`src/rtl/graf_pkg.sv`:
```
// Shared graphics-path constants and types used by the stroke interpolator and
// the write buffer.
package graf_pkg;

  localparam int unsigned CW    = 10;
  localparam int unsigned MAX_X = 639;
  localparam int unsigned MAX_Y = 479;

  typedef logic [CW-1:0] coord_t;

  typedef enum logic [1:0] {
    StIdle,
    StSetup,
    StDraw,
    StDone
  } stroke_state_t;

endpackage

```
`src/rtl/abs_delta.sv`:
```
// Combinational |a - b| with the direction needed to step from b towards a.
module abs_delta #(
  parameter int unsigned W = 10
) (
  input  logic [W-1:0] a_i,
  input  logic [W-1:0] b_i,
  output logic [W-1:0] mag_o,
  output logic         neg_o
);

  assign neg_o = (a_i < b_i);
  assign mag_o = neg_o ? (b_i - a_i) : (a_i - b_i);

endmodule

```
`src/rtl/stroke_interp.sv`:
```
// Per-frame pen sampler that streams every Bresenham pixel between the previous
// and the new pen position over a valid/ready interface.
module stroke_interp
  import graf_pkg::*;
#(
  parameter int unsigned CW         = graf_pkg::CW,
  parameter int unsigned MAX_X      = graf_pkg::MAX_X,
  parameter int unsigned MAX_Y      = graf_pkg::MAX_Y,
  parameter int unsigned JUMP_LIMIT = 64
) (
  input  logic          clk,
  input  logic          reset,
  input  logic          start,
  input  logic [CW-1:0] cam_x,
  input  logic [CW-1:0] cam_y,
  input  logic          cam_valid,
  output logic [CW-1:0] pix_x,
  output logic [CW-1:0] pix_y,
  output logic          pix_valid,
  input  logic          pix_ready,
  output logic          busy,
  output logic          done
);

  localparam int unsigned DW = CW + 2;

  stroke_state_t state_q;

  logic [CW-1:0] x_q, y_q, end_x_q, end_y_q;
  logic [CW-1:0] cur_x_q, cur_y_q, prev_x_q, prev_y_q;
  logic          cur_valid_q, have_prev_q;
  logic          sx_neg_q, sy_neg_q;
  logic signed [DW-1:0] dx_q, dy_q, err_q;
  logic          pix_valid_q, busy_q, done_q;

  logic [CW-1:0] clamp_x, clamp_y;
  assign clamp_x = (cam_x > CW'(MAX_X)) ? CW'(MAX_X) : cam_x;
  assign clamp_y = (cam_y > CW'(MAX_Y)) ? CW'(MAX_Y) : cam_y;

  logic [CW-1:0] mag_x, mag_y;
  logic          neg_x, neg_y;

  abs_delta #(.W(CW)) u_delta_x (
    .a_i   (cur_x_q),
    .b_i   (prev_x_q),
    .mag_o (mag_x),
    .neg_o (neg_x)
  );

  abs_delta #(.W(CW)) u_delta_y (
    .a_i   (cur_y_q),
    .b_i   (prev_y_q),
    .mag_o (mag_y),
    .neg_o (neg_y)
  );

  // A large move means the pen was lifted: draw only the new point.
  logic jump, line_mode;
  assign jump      = (32'(mag_x) > JUMP_LIMIT) || (32'(mag_y) > JUMP_LIMIT);
  assign line_mode = have_prev_q && !jump;

  logic signed [DW-1:0] setup_dx, setup_dy;
  assign setup_dx = line_mode ? DW'(mag_x) : '0;
  assign setup_dy = line_mode ? -DW'(mag_y) : '0;

  logic signed [DW:0]   e2, dx_e, dy_e;
  logic                 step_x, step_y, at_end;
  logic signed [DW-1:0] err_nx;
  logic [CW-1:0]        x_nx, y_nx;

  assign e2     = {err_q, 1'b0};
  assign dx_e   = {dx_q[DW-1], dx_q};
  assign dy_e   = {dy_q[DW-1], dy_q};
  assign step_x = (e2 >= dy_e);
  assign step_y = (e2 <= dx_e);
  assign err_nx = err_q + (step_x ? dy_q : '0) + (step_y ? dx_q : '0);
  assign x_nx   = step_x ? (sx_neg_q ? x_q - 1'b1 : x_q + 1'b1) : x_q;
  assign y_nx   = step_y ? (sy_neg_q ? y_q - 1'b1 : y_q + 1'b1) : y_q;
  assign at_end = (x_q == end_x_q) && (y_q == end_y_q);

  always_ff @(posedge clk) begin
    if (reset) begin
      state_q     <= StIdle;
      x_q         <= '0;
      y_q         <= '0;
      end_x_q     <= '0;
      end_y_q     <= '0;
      cur_x_q     <= '0;
      cur_y_q     <= '0;
      prev_x_q    <= '0;
      prev_y_q    <= '0;
      cur_valid_q <= 1'b0;
      have_prev_q <= 1'b0;
      sx_neg_q    <= 1'b0;
      sy_neg_q    <= 1'b0;
      dx_q        <= '0;
      dy_q        <= '0;
      err_q       <= '0;
      pix_valid_q <= 1'b0;
      busy_q      <= 1'b0;
      done_q      <= 1'b0;
    end else begin
      done_q <= 1'b0;
      unique case (state_q)
        StIdle: begin
          if (start) begin
            cur_x_q     <= clamp_x;
            cur_y_q     <= clamp_y;
            cur_valid_q <= cam_valid;
            busy_q      <= 1'b1;
            state_q     <= StSetup;
          end
        end
        StSetup: begin
          if (!cur_valid_q) begin
            have_prev_q <= 1'b0;
            done_q      <= 1'b1;
            state_q     <= StDone;
          end else begin
            x_q         <= line_mode ? prev_x_q : cur_x_q;
            y_q         <= line_mode ? prev_y_q : cur_y_q;
            end_x_q     <= cur_x_q;
            end_y_q     <= cur_y_q;
            sx_neg_q    <= neg_x;
            sy_neg_q    <= neg_y;
            dx_q        <= setup_dx;
            dy_q        <= setup_dy;
            err_q       <= setup_dx + setup_dy;
            pix_valid_q <= 1'b1;
            state_q     <= StDraw;
          end
        end
        StDraw: begin
          if (pix_ready) begin
            if (at_end) begin
              pix_valid_q <= 1'b0;
              prev_x_q    <= end_x_q;
              prev_y_q    <= end_y_q;
              have_prev_q <= 1'b1;
              done_q      <= 1'b1;
              state_q     <= StDone;
            end else begin
              x_q   <= x_nx;
              y_q   <= y_nx;
              err_q <= err_nx;
            end
          end
        end
        StDone: begin
          busy_q  <= 1'b0;
          state_q <= StIdle;
        end
      endcase
    end
  end

  assign pix_x     = x_q;
  assign pix_y     = y_q;
  assign pix_valid = pix_valid_q;
  assign busy      = busy_q;
  assign done      = done_q;

endmodule

```
`config.mk`:
```
export PLATFORM = sky130hd
export DESIGN_NAME = stroke_interp
export DESIGN_NICKNAME = d
export VERILOG_FILES = /design/src/rtl/graf_pkg.sv /design/src/rtl/abs_delta.sv /design/src/rtl/stroke_interp.sv
export SDC_FILE = /design/constraint.sdc
export NUM_CORES = 1
export LEC_CHECK = 0
export BUFFER_PORTS_ARGS = -buffer_cell sky130_fd_sc_hd__buf_2
export CAP_MARGIN = 30
export CORE_ASPECT_RATIO = 1.1
export CORE_UTILIZATION = 30
export CTS_CLUSTER_SIZE = 40
export DETAILED_ROUTE_END_ITERATION = 8
export SYNTH_ARGS = -nofsm -noshare
export SYNTH_HDL_FRONTEND = slang
export SYNTH_SLANG_ARGS = --single-unit
```
`constraint.sdc`:
```
create_clock -name clk -period 6.7 [get_ports clk]
set_input_delay 2.01 -clock clk [delete_from_list [all_inputs] [get_ports clk]]
set_output_delay 2.01 -clock clk [all_outputs]
set_load 0.02 [all_outputs]
```
==> results.txt <==
----------------------------------------------------
[Placement]
  Detailed Place HPWL ... 21,900 um
  Placer congestion estimate ... 0.914
  IO Port Bufs ... 47
  Dpl cells ... 1,624

[Synthesis]
  Synth area leader ... sky130_fd_sc_hd__dfxtp_1
  Register area share after synthesis ... 0.256
  Share of async-settable or async-resettable flops after synthesis ... 0
  Number of flops mapped to enable cells by yosys ... 0
  Distinct cell type count after synthesis ... 73
  Post-synthesis sequential element count ... 123
  Synth Flop Type ... sky130_fd_sc_hd__dfxtp_1
  Netlist area before placement ... 9610 um^2
  Synthesized area per cell ... 8.01 um^2
  Synth warn ... 0
  Fraction of synthesized cell area taken by the top area cell type ... 0.256
  Gate count after technology mapping ... 1,199
  Leading cell types by total area after synthesis ... sky130_fd_sc_hd__dfxtp_1 (26%), sky130_fd_sc_hd__ha_1 (13%), sky130_fd_sc_hd__a21oi_1 (6.8%), sky130_fd_sc_hd__nand2_1 (4.5%), sky130_fd_sc_hd__xnor2_1 (4.3%)

[Global routing]
  Wire length of the first global-routing pass ... 45,200 um
  Grt ovf ... 0
  Total global routing track utilization ... 0.176
  Largest net degree at the start of global routing ... 87
  Via count of the first global-routing pass ... 8,342
  Initial antenna violation count ... 0

[Route]
  Detailed Routing Iterations Pass 1 ... 5
  Average detailed-routed wire length per instance ... 17.3 um
  Vias per cell ... 5.19
  Number of violations reported at the end of detailed-routing iteration 0 ... 497
  Sum of routed wire length over all layers ... 28,600 um
  Number of vias after detailed routing ... 8,603
  Antenna Nets Post-Route ... 0
  Number of remaining DRC errors ... 0

[Critical path]
  Reg2reg path depth ... 24
  Worst Path Class, Setup ... flip-flop to flip-flop
  Startpoint kind of the worst setup timing path ... flip-flop
  Start of the worst register-to-register path ... cur_y_q[0]
  FF-to-FF End ... err_q[11]
  Worst path buffer plus inverter count ... 3
  CP max stage cell ... sky130_fd_sc_hd__a311o_1
  Biggest cell delay along the critical path ... 520 ps
  Maximum fanout encountered on the critical timing path ... 23
  Data arrival, critical path ... 6340 ps
  Required time of the critical path ... 7050 ps
  Critical path, cell by cell ... inv_1 > ha_1 > inv_1 > fa_1 > a21oi_1 > o21ai_1 > a311o_1 > a2111o_1 > a21o_1 > a221oi_1 > nor4b_4 > buf_4 > and3_1 > ha_1 > a21o_1 > a211oi_1 > nor2_1 > o41a_1 > a21oi_1 > nor2b_1 > o21ai_0 > nand2b_1 > a211o_1 > a31oi_1
  Element type at the critical path end ... flip-flop
  Gate family responsible for the most delay along the worst path ... compound AO/OA/AOI/OAI gates
  Worst-case register-to-register setup slack ... 710 ps

[Clocking]
  Maximum clock path buffer count ... 2
  Post-CTS clock slew at the launch and capture registers of the worst setup and hold paths ... 60 ps
  TritonCTS clock tree ... yes
  Latest clock arrival within the worst-skew pair ... 440 ps
  Root buffer selected by CTS ... sky130_fd_sc_hd__clkbuf_16
  Num CTS Buffers ... 17
  Total number of clock tree sinks ... 123
  H-tree depth ... 4

[Finish]
  Commonest non-fill, non-tap cells in the layout ... sky130_fd_sc_hd__a21oi_1 (129), sky130_fd_sc_hd__dfxtp_1 (123), sky130_fd_sc_hd__nand2_1 (116), sky130_fd_sc_hd__ha_1 (100)
  Footprint of the multi-input gates ... 6560 um^2
  Most common library cell in the layout ignoring fill and taps ... sky130_fd_sc_hd__a21oi_1
  Layout Utilization ... 0.346
  Diodes inserted ... 0
  Layout Nets ... 1,369
  Fill cells ... 3,320
  Final cell count without fillers ... 1,658
  Fraction of final layout cells with drive strength greater than 1 ... 0.103
  Register area ... 2460 um^2
  Area delta synth->final ... 13.2%

[Timing]
  RSZ-0062 raised after global routing ... false
  Slew Viols, Final ... 0
  Aggregate negative setup slack ... 0 ps
  Relative max-transition margin ... 0.364
  Hold Worst Slack ... 452 ps
  Post-layout minimum cycle time ... 5990 ps
  Final setup violation count ... 0
  Transition time of the tightest slew-check pin ... 940 ps
  Post-Route Skew ... 13.1 ps
  Fmax ... 167 MHz
  Final number of hold-violating endpoints ... 0
  Final period util ... 0.893

[Floorplanning]
  Die footprint ... 32,700 um^2
  FP Rows ... 68
  Starting density of the core ... 0.305
  Width of the die ... 173 um
  Y dimension of the die ... 190 um
  Io pins ... 48
  Placeable core region ... 31,500 um^2

[Hold path]
  Startpoint of the lowest-slack hold path ... dx_q[6]
  Capture endpoint of the worst hold path ... dx_q[6]
  Kind of path behind the tightest hold check ... flip-flop to flip-flop
  Worst hold path stage count ... 2

[Run status]
  Status ... finished clean

[Power and ir drop]
  Peak ir drop on the vdd network ... 0.193 mV
  Ratio of total power to cell area ... 396 nW/um^2
  Reported leakage power ... 0.00468 uW

[Job]
  Max-cap violations ... 0

----------------------------------------------------
how the worst max path moves through the flow:
| stage | end | slack (ps) | cells past startpoint | from |
|---|---|---|---|---|
| floorplan | err_q[11] | 880 | 29 | cur_y_q[0] |
| global route | err_q[10] | 130 | 29 | cur_y_q[0] |
| global placement | err_q[11] | 700 | 27 | cur_y_q[0] |
| detailed placement | err_q[10] | 540 | 29 | cur_y_q[0] |
| CTS | err_q[10] | 530 | 29 | cur_y_q[0] |
| finish | err_q[11] | 710 | 24 | cur_y_q[0] |
cells in the mapped netlist, drive strengths merged, types with 12 or more instances:
| library cell | count |
|---|---|
| o21ai | 51 |
| buf | 16 |
| xor2 | 28 |
| a211oi | 22 |
| nor2 | 95 |
| o221a | 12 |
| xnor2 | 47 |
| inv | 95 |
| nand2b | 17 |
| mux2i | 41 |
| a311oi | 14 |
| fa | 18 |
| a21oi | 132 |
| or3 | 12 |
| nand3 | 23 |
| dfxtp | 123 |
| ha | 101 |
| nor3 | 25 |
| a21o | 21 |
| and2 | 16 |
| clkbuf | 43 |
| nand2 | 117 |
timing repair:
item                       4_1_cts  5_1_grt
hold buffers                     0        0
gates resized for setup          0        2
setup endpoints to repair        0        2
setup buffers                    0        2
sequential cells by signal, summed over array words and instances (netlist names):
| register | cells |
|---|---|
| busy | 1 |
| prev_y_q | 10 |
| cur_y_q | 10 |
| end_y_q | 10 |
| err_q | 12 |
| dy_q | 12 |
| cur_x_q | 10 |
| prev_x_q | 10 |
| sx_neg_q | 1 |
| end_x_q | 10 |
| pix_y | 10 |
| sy_neg_q | 1 |
| cur_valid_q | 1 |
| pix_x | 10 |
| have_prev_q | 1 |
| done | 1 |
| pix_valid | 1 |
| dx_q | 10 |
| state_q | 2 |
stage by stage:
step,total power [uW],area [um^2],setup WS (ps)
2_1_floorplan,2680,9610,882
5_1_grt,4600,10900,131
4_1_cts,4280,10800,535
6_report,4310,10900,715
3_5_place_dp,3360,10300,536
3_3_place_gp,3330,10200,696
tightest hold or removal path, stage by stage, from the launching register on:
cell and delay (ps):
sky130_fd_sc_hd__dfxtp_1 310, sky130_fd_sc_hd__nand2_1 50, sky130_fd_sc_hd__a21oi_1 50
cell families after synthesis:
kind of cell / count (synthesis) / share of synthesized area
adders and majority gates: 119 / 0.169
buffers and inverters: 156 / 0.0643
other: 1 / 0.000390
muxes: 42 / 0.0439
AOI/OAI and AO/OA: 328 / 0.222
and+or+nand+nor: 355 / 0.176
DFF: 123 / 0.256
xor gates and xnor gates: 75 / 0.0684
metal layers:
layer	track usage	up-vias	routed length (um)
met5	0	-	0
met4	0.0687	0	964
met3	0.0258	43	885
met2	0.310	188	13800
met1	0.215	4107	12900
li1	-	4265	-
where the power goes:
group	switching (uW)	internal, uW	leakage [uW]	total, uW
registers	153	840	0.000999	994
clock network	419	492	0.000271	911
logic	1510	887	0.00341	2400
total	2090	2220	0.00468	4310
final cells by class:
| class | instances | area share |
|---|---|---|
| clock inverters | 15 | 0.0131 |
| flip-flops and latches | 123 | 0.226 |
| multi-input cells | 922 | 0.603 |
| well taps | 420 | 0.0483 |
| inverters | 97 | 0.0335 |
| repair buffers | 64 | 0.0366 |
| clock buffers | 17 | 0.0391 |
No activity file was read; power rests on OpenSTA's default activity.
